--- src/rtl/rr_arbiter_8_pkg.sv ---
// Shared definitions for the 8-way round-robin arbiter and the decoder users
// that consume its one-hot grant.
package rr_arbiter_8_pkg;
    localparam int NUM_REQ = 8;
    localparam int IDX_W   = 3;

    typedef enum logic {
        IDLE  = 1'b0,
        OWNED = 1'b1
    } arb_state_e;

    function automatic logic [NUM_REQ-1:0] onehot3(input logic [IDX_W-1:0] idx);
        logic [NUM_REQ-1:0] one;
        one = {{(NUM_REQ-1){1'b0}}, 1'b1};
        return one << idx;
    endfunction
endpackage

--- src/rtl/rr_arbiter_8_pick.sv ---
// Combinational round-robin pick: first set request at or above ptr,
// wrapping 7->0, found with a double-width masked priority scan.
module rr_pick_8
    import rr_arbiter_8_pkg::*;
(
    input  logic [NUM_REQ-1:0] req,
    input  logic [IDX_W-1:0]   ptr,
    output logic               found,
    output logic [IDX_W-1:0]   idx
);
    logic [NUM_REQ-1:0]   upper_mask;
    logic [2*NUM_REQ-1:0] scan;

    // Low half keeps bits at/above ptr; the unmasked high half supplies the wrap.
    assign upper_mask = {NUM_REQ{1'b1}} << ptr;
    assign scan       = {req, req & upper_mask};

    always_comb begin
        found = 1'b0;
        idx   = '0;
        for (int i = 2*NUM_REQ-1; i >= 0; i--) begin
            if (scan[i]) begin
                found = 1'b1;
                idx   = i[IDX_W-1:0];
            end
        end
    end
endmodule

--- src/rtl/rr_arbiter_8.sv ---
// 8-requester round-robin arbiter with registered one-hot grant, owner
// release/withdrawal handling and an optional per-owner hold limit.
module rr_arbiter_8
    import rr_arbiter_8_pkg::*;
#(
    parameter int HOLD_MAX = 16,
    parameter int HOLD_W   = 5
) (
    input  logic               clk,
    input  logic               rst,
    input  logic [NUM_REQ-1:0] req,
    input  logic               release_i,
    output logic [NUM_REQ-1:0] gnt,
    output logic [IDX_W-1:0]   gnt_idx,
    output logic               gnt_valid
);
    localparam logic [HOLD_W-1:0] HOLD_LAST = HOLD_W'((HOLD_MAX == 0) ? 0 : HOLD_MAX - 1);
    localparam logic [HOLD_W-1:0] HOLD_SAT  = {HOLD_W{1'b1}};

    arb_state_e         state_q, state_d;
    logic [IDX_W-1:0]   ptr_q, ptr_d;
    logic [HOLD_W-1:0]  hold_cnt_q, hold_cnt_d;
    logic [NUM_REQ-1:0] gnt_q, gnt_d;
    logic [IDX_W-1:0]   gnt_idx_q, gnt_idx_d;
    logic               gnt_valid_q, gnt_valid_d;

    logic [IDX_W-1:0]   pick_ptr;
    logic               pick_found;
    logic [IDX_W-1:0]   pick_idx;
    logic               hold_hit;
    logic               rel_event;

    // While owned, scan from just past the owner so it gets lowest priority.
    assign pick_ptr  = (state_q == OWNED) ? gnt_idx_q + 3'd1 : ptr_q;
    assign hold_hit  = (HOLD_MAX != 0) && (hold_cnt_q == HOLD_LAST);
    assign rel_event = release_i || !req[gnt_idx_q] || hold_hit;

    rr_pick_8 u_pick (
        .req   (req),
        .ptr   (pick_ptr),
        .found (pick_found),
        .idx   (pick_idx)
    );

    always_comb begin
        state_d     = state_q;
        ptr_d       = ptr_q;
        hold_cnt_d  = hold_cnt_q;
        gnt_d       = gnt_q;
        gnt_idx_d   = gnt_idx_q;
        gnt_valid_d = gnt_valid_q;
        case (state_q)
            IDLE: begin
                if (pick_found) begin
                    state_d     = OWNED;
                    gnt_d       = onehot3(pick_idx);
                    gnt_idx_d   = pick_idx;
                    gnt_valid_d = 1'b1;
                    hold_cnt_d  = '0;
                end
            end
            OWNED: begin
                if (rel_event) begin
                    ptr_d = gnt_idx_q + 3'd1;
                    if (pick_found) begin
                        gnt_d      = onehot3(pick_idx);
                        gnt_idx_d  = pick_idx;
                        hold_cnt_d = '0;
                    end else begin
                        state_d     = IDLE;
                        gnt_d       = '0;
                        gnt_idx_d   = '0;
                        gnt_valid_d = 1'b0;
                    end
                end else if (hold_cnt_q != HOLD_SAT) begin
                    hold_cnt_d = hold_cnt_q + 1'b1;
                end
            end
            default: state_d = IDLE;
        endcase
    end

    always_ff @(posedge clk) begin
        if (rst) begin
            state_q     <= IDLE;
            ptr_q       <= '0;
            hold_cnt_q  <= '0;
            gnt_q       <= '0;
            gnt_idx_q   <= '0;
            gnt_valid_q <= 1'b0;
        end else begin
            state_q     <= state_d;
            ptr_q       <= ptr_d;
            hold_cnt_q  <= hold_cnt_d;
            gnt_q       <= gnt_d;
            gnt_idx_q   <= gnt_idx_d;
            gnt_valid_q <= gnt_valid_d;
        end
    end

    assign gnt       = gnt_q;
    assign gnt_idx   = gnt_idx_q;
    assign gnt_valid = gnt_valid_q;
endmodule

--- config.mk ---
export PLATFORM = sky130hd
export DESIGN_NAME = rr_arbiter_8
export DESIGN_NICKNAME = d
export VERILOG_FILES = /design/src/rtl/rr_arbiter_8_pkg.sv /design/src/rtl/rr_arbiter_8_pick.sv /design/src/rtl/rr_arbiter_8.sv
export SDC_FILE = /design/constraint.sdc
export NUM_CORES = 1
export LEC_CHECK = 0
export CORE_MARGIN = 2
export CORE_UTILIZATION = 55
export DETAILED_ROUTE_END_ITERATION = 16
export MAX_ROUTING_LAYER = met4
export PLACE_DENSITY = 0.89
export SYNTH_ARGS = -nofsm -noshare
export SYNTH_HDL_FRONTEND = slang
export SYNTH_SLANG_ARGS = --single-unit
export TNS_END_PERCENT = 10
--- constraint.sdc ---
create_clock -name clk -period 5.15 [get_ports clk]
set_input_delay 1.03 -clock clk [delete_from_list [all_inputs] [get_ports clk]]
set_output_delay 1.03 -clock clk [all_outputs]
set_load 0.01 [all_outputs]
After elaboration in Yosys (flattened, before gate mapping)
Index checks and enable logic that the tools add are counted.
{ "word_totals": {"reg_bits": 21, "latchBits": 0, "ram_bits": 0, "romBits": 0, "inputBits": 11, "out_inout_bits": 12, "elab_cells": 79, "mem_count": 0} }
{ "op_classes": {"add_sub_neg": 2, "mul": 0, "n_div": 0, "magnitude_cmp": 1, "eq_ne": 6, "n_shift": 2, "muxes": 54, "bitwise_logic": 2, "reduce_logical": 6} }
{ "ops": {"columns": ["operator", "n"], "rows": [
  ["$mux W3", 20],
  ["$mux W8", 3],
  ["$mux W1", 22],
  ["$pmux W8 S2", 1],
  ["$mux W5", 3],
  ["$pmux W5 S2", 1],
  ["$and A8 B8 Y8", 1],
  ["$shl A1 B3 Y8 const A", 1],
  ["$shl A8 B3 Y8 const A", 1],
  ["$pmux W3 S2", 1],
  ["$add A5 B1 Y5 const B", 1],
  ["$eq A5 B4 Y1 const B", 1],
  ["$ne A5 B5 Y1 const B", 1],
  ["$lt A3 B4 Y1 const B", 1],
  ["$ne A2 B2 Y1 const B", 2],
  ["$pmux W1 S2", 2],
  ["$reduce_and A2 Y1", 2],
  ["$add A3 B1 Y3 const B", 1],
  ["$bmux W1 S3", 1],
  ["$ne A3 B1 Y1 const B", 1],
  ["$reduce_and A3 Y1", 1],
  ["$logic_or A1 B1 Y1", 2],
  ["$ne A2 B1 Y1 const B", 1],
  ["$logic_not A1 Y1", 1],
  ["$not A1 Y1", 1]
]} }

Logic depth before layout (Yosys ltp)
{ "logic_depth": {"ltp_word": 20, "depth_mapped": 9, "ltp_nobuf": 9} }

By module
A second synthesis with hierarchy kept.
{ "hier_totals": {"hier_cells": 156, "hier_area_um2": 1326.3} }
{ "modules_own_cells": {"columns": ["module", "instances", "cells_per_inst", "area_per_inst_um2", "seq_area_each_um2"], "rows": [
  ["rr_arbiter_8", 1, 113, 1074.8, 420.4],
  ["rr_pick_8", 1, 43, 251.5, 0.0]
]} }

Worst setup path after synthesis
OpenSTA, ideal clock, no wires.
{ "synth_timing": {"path_type": "in2reg", "from": "input req[5]", "to": "register gnt_q[5], in the netlist gnt[5]", "setup_time_ns": 0.117, "arrival_time_ns": 2.587, "t_required_ns": 5.033, "path_slack_ns": 2.446, "path_stages": 7, "path_buffers": 1, "cell_sequence": "clkbuf_1 mux4_2 o2bb2ai_2 o21ai_2 o21a_1 and2b_1 a22o_1"} }
{ "synth_between": {"elab_chain_len": 18, "elab_cells_between_ends": 42, "cone_classes": "eq/ne (2); shift (1); mux (34); bitwise (1); reduce/logical (4)"} }
{ "synth_rtl": {"columns": ["item", "line", "rtl"], "rows": [
  ["from (decl)", "rr_arbiter_8.sv:11", "input logic [NUM_REQ-1:0] req,"],
  ["$mux W3 (14 in series)", "rr_arbiter_8_pick.sv:22", "if (scan[i]) begin"],
  ["$shl A1 B3 Y8", "rr_arbiter_8_pkg.sv:15", "return one << idx;"],
  ["$mux W8", "rr_arbiter_8.sv:65", "if (pick_found) begin"],
  ["$mux W8", "rr_arbiter_8.sv:63", "if (rel_event) begin"],
  ["$pmux W8 S2", "rr_arbiter_8.sv:52", "case (state_q)"],
  ["to (signal assigned)", "rr_arbiter_8.sv:95", "gnt_q <= gnt_d;"],
  ["to (decl)", "rr_arbiter_8.sv:23", "logic [NUM_REQ-1:0] gnt_q, gnt_d;"]
]} }
Several ways; a longest one is shown, not always the timed one. The select of a mux whose other input is x is not followed.
A chain may end at the register's enable or synchronous reset.

Worst setup path in the final report
{ "layout_timing": {"from": "input req[5]", "to": "register hold_cnt_q[2]"} }
{ "layout_between": {"elab_chain_len": 17, "elab_cells_between_ends": 24, "cone_classes": "eq/ne (1); mux (19); bitwise (1); reduce/logical (3)"} }
{ "layout_rtl": {"columns": ["item", "line", "rtl"], "rows": [
  ["$mux W1 (14 in series)", "rr_arbiter_8_pick.sv:22", null],
  ["$mux W5", null, null],
  ["$mux W5", "rr_arbiter_8.sv:63", null],
  ["$pmux W5 S2", "rr_arbiter_8.sv:52", null],
  ["to (signal assigned)", "rr_arbiter_8.sv:94", "hold_cnt_q <= hold_cnt_d;"],
  ["to (decl)", "rr_arbiter_8.sv:22", "logic [HOLD_W-1:0] hold_cnt_q, hold_cnt_d;"]
]} }
Several ways; a longest one is shown, not always the timed one. The select of a mux whose other input is x is not followed.

==> qor.yml <==
finalHoldViolCount: 0
synth_top_flop_cell: "dfxtp_1"
tns_ps: 0
powerDensity_mw_per_mm2: 276
cts_made_buffers: 3
grt_pass1_vias: 1348
cts_root_buf: "clkbuf_4"
setup_violations: 0
grt_usage: 0.285
cts_tree: "done"
peakVddDrop_mv: 0.213
grt_max_degree: 21
clkTransAtPathRegs_ps: 130
drc_errors: 0
area_growth_pct: 18.2
drive_gt1_frac: 0.0612
clock_latency_ps: 320
slew_violations: 0
core.rowCount: 18
h-tree-depth: 1
wl_per_cell_um: 16.6
maxSlewHeadroom: 0.537
routed_wl_um: 3750
power.total_mw: 0.457
path_class: "input port to flip-flop"
globalRoute.totalOverflow: 0
max_clock_freq_mhz: 336
hpwlAfterDp_um: 2880
cap_violations: 0
rsz0062_at_grt: "no"
synth_edf_count: 0
gp_congestion: 0.910
die_w_um: 54.5
worst_setup_path_start_kind: "input port"
synth_top_area_frac: 0.300
synth_area_leaders: "dfxtp_1, nor2_1, a21oi_1, ha_1, nand2_1"
die-area_mm2: 0.00297
core_area_mm2: 0.00245
path_max_fanout: 10
fin_crit_sh: 0.579
via_per_inst: 6.44
ys_warn_count: 0
dr_total_vias: 1456
n_antenna_cell: 0
avgSynthCellArea_um2: 7.91
skew_ps: 17.5
yosys.area.top_type: "dfxtp_1"
async_reset_ff_frac: 0
synth_cells: 177
io_pins: 23
hp-class: "flip-flop to flip-flop"
nets: 212
clockBufferDepth: 2
min_period_ps: 2980
syn_nets: 192
grt_pass1_wl_um: 5940
seq_area_frac_synth: 0.300
drt-initial-drc-count: 59
antenna_found_initial: 0
start_util: 0.570
cts_resized: 0
clock_sinks: 21
cp-end-kind: "flip-flop"
post_cts_buffers: 0
required_ps: 5380
cts_hold_buf: 0
synth_cell_type_count: 56
mappedNetlistArea_mm2: 0.00140
ys_ff_latch: 21
power_leakage_nw: 0.617
ant_nets: 0
status: "completed"
cp.arrival_ps: 3210
die_h_um: 54.5
tightestPinTransition_ps: 694
port_buffers: 22
drt-pass1-iter-count: 4
-- layout by cell type, fill, tap and decap left out, drive strengths merged, types with 2 or more instances in the layout --
| cell type | netlist | final |
|---|---|---|
| a31oi | 3 | 3 |
| a21oi | 14 | 14 |
| a22oi | 4 | 4 |
| o32ai | 2 | 2 |
| nand3 | 2 | 2 |
| a22o | 3 | 3 |
| clkbuf | 5 | 3 |
| o2bb2ai | 6 | 6 |
| nor3 | 7 | 7 |
| nand2b | 5 | 5 |
| or3 | 2 | 2 |
| a32oi | 2 | 2 |
| mux2i | 3 | 3 |
| dfxtp | 21 | 21 |
| a211oi | 2 | 2 |
| xnor2 | 2 | 2 |
| o21ai | 5 | 5 |
| ha | 4 | 4 |
| inv | 11 | 11 |
| clkdlybuf4s50 | 0 | 22 |
| or4 | 2 | 2 |
| and2 | 2 | 2 |
| nor2b | 3 | 3 |
| nand2 | 12 | 12 |
| nor2 | 27 | 27 |
-- metrics by stage --
step | utilization | instance area [µm²] | hold slack [ps] | std cells | setup WS [ps]
after floorplan | - | 1400 | 453 | 177 | 2450
after global placement | 0.663 | 1630 | 449 | 222 | 1910
after detailed placement | 0.663 | 1630 | 453 | 222 | 1860
after CTS | 0.674 | 1660 | 482 | 226 | 2200
after global routing | 0.674 | 1660 | 493 | 226 | 1990
final | 0.674 | 1660 | 482 | 226 | 2170
-- path summary, 6_finish.rpt --
check | end | cells after the start | slack [ps] | startpoint
hold reg to reg | gnt[7]$_SDFFE_PP0P_ | 1 | 480 | gnt[7]$_SDFFE_PP0P_
setup reg to reg | gnt[0]$_SDFFE_PP0P_ | 7 | 2510 | gnt_idx[0]$_SDFFE_PP0P_
hold / removal | gnt[7]$_SDFFE_PP0P_ | 1 | 480 | gnt[7]$_SDFFE_PP0P_
setup / recovery | hold_cnt_q[2]$_SDFFE_PP0P_ | 7 | 2170 | req[5]
-- report_power, final --
| part | switching [mW] | internal [mW] | leakage [nW] | total (mW) |
|---|---|---|---|---|
| clock | 0.0517 | 0.0291 | 0.0177 | 0.0807 |
| sequential | 0.0215 | 0.177 | 0.172 | 0.198 |
| combinational | 0.0967 | 0.0813 | 0.427 | 0.178 |
-- synthesized netlist by cell type (3+ instances only) --
cell type  number
a31oi_1         3
a22oi_1         4
dfxtp_1        21
ha_1            4
a22o_1          3
o2bb2ai_1       5
nand2b_1        5
inv_1          11
clkbuf_1        4
mux2i_1         3
nor3_1          7
a21oi_1        14
nand2_1        12
nor2b_1         3
nor2_1         27
-- flip-flops by register name (all words and copies together) (netlist names) --
| register | count |
|---|---|
| gnt_idx | 3 |
| hold_cnt_q | 5 |
| gnt | 8 |
| gnt_valid | 1 |
| ptr_q | 3 |
| state_q | 1 |
-- layer usage --
layer  GRT usage  up-vias  share of wire
li1            -      696              -
met2       0.456       66           0.48
met4       0.158        0          0.045
met3      0.0519       21          0.061
met1       0.337      673           0.42
met5           -        -              0
-- final cells by class --
type | count | area (µm²)
fill | 212 | 800
sequential | 21 | 420
tap | 30 | 37.5
clock inverter | 1 | 5.00
inverter | 11 | 41.3
clock buffer | 3 | 22.5
multi-input combinational | 138 | 908
timing repair buffer | 22 | 220
-- cell families (layout without fill, tap and decap cells) --
logic type               count (synthesis)  in the layout  synth area share
AO/OA/AOI/OAI                           56             56             0.294
multiplexers                             5              5            0.0456
XOR/XNOR                                 3              3            0.0241
buffers and inverters                   18             37            0.0509
adder cells (fa/ha/maj)                  4              4            0.0357
flip-flops                              21             21             0.300
AND/OR/NAND/NOR                         70             70             0.249
-- worst max-delay path, cell delays in order --
cell and delay (ps):
clkdlybuf4s50_1 540, or4_1 620, nor2_1 270, a21oi_1 140, nor2_1 280, a21oi_1 70, a211oi_1 270
Note: power is estimated with default switching activity, not from simulation.
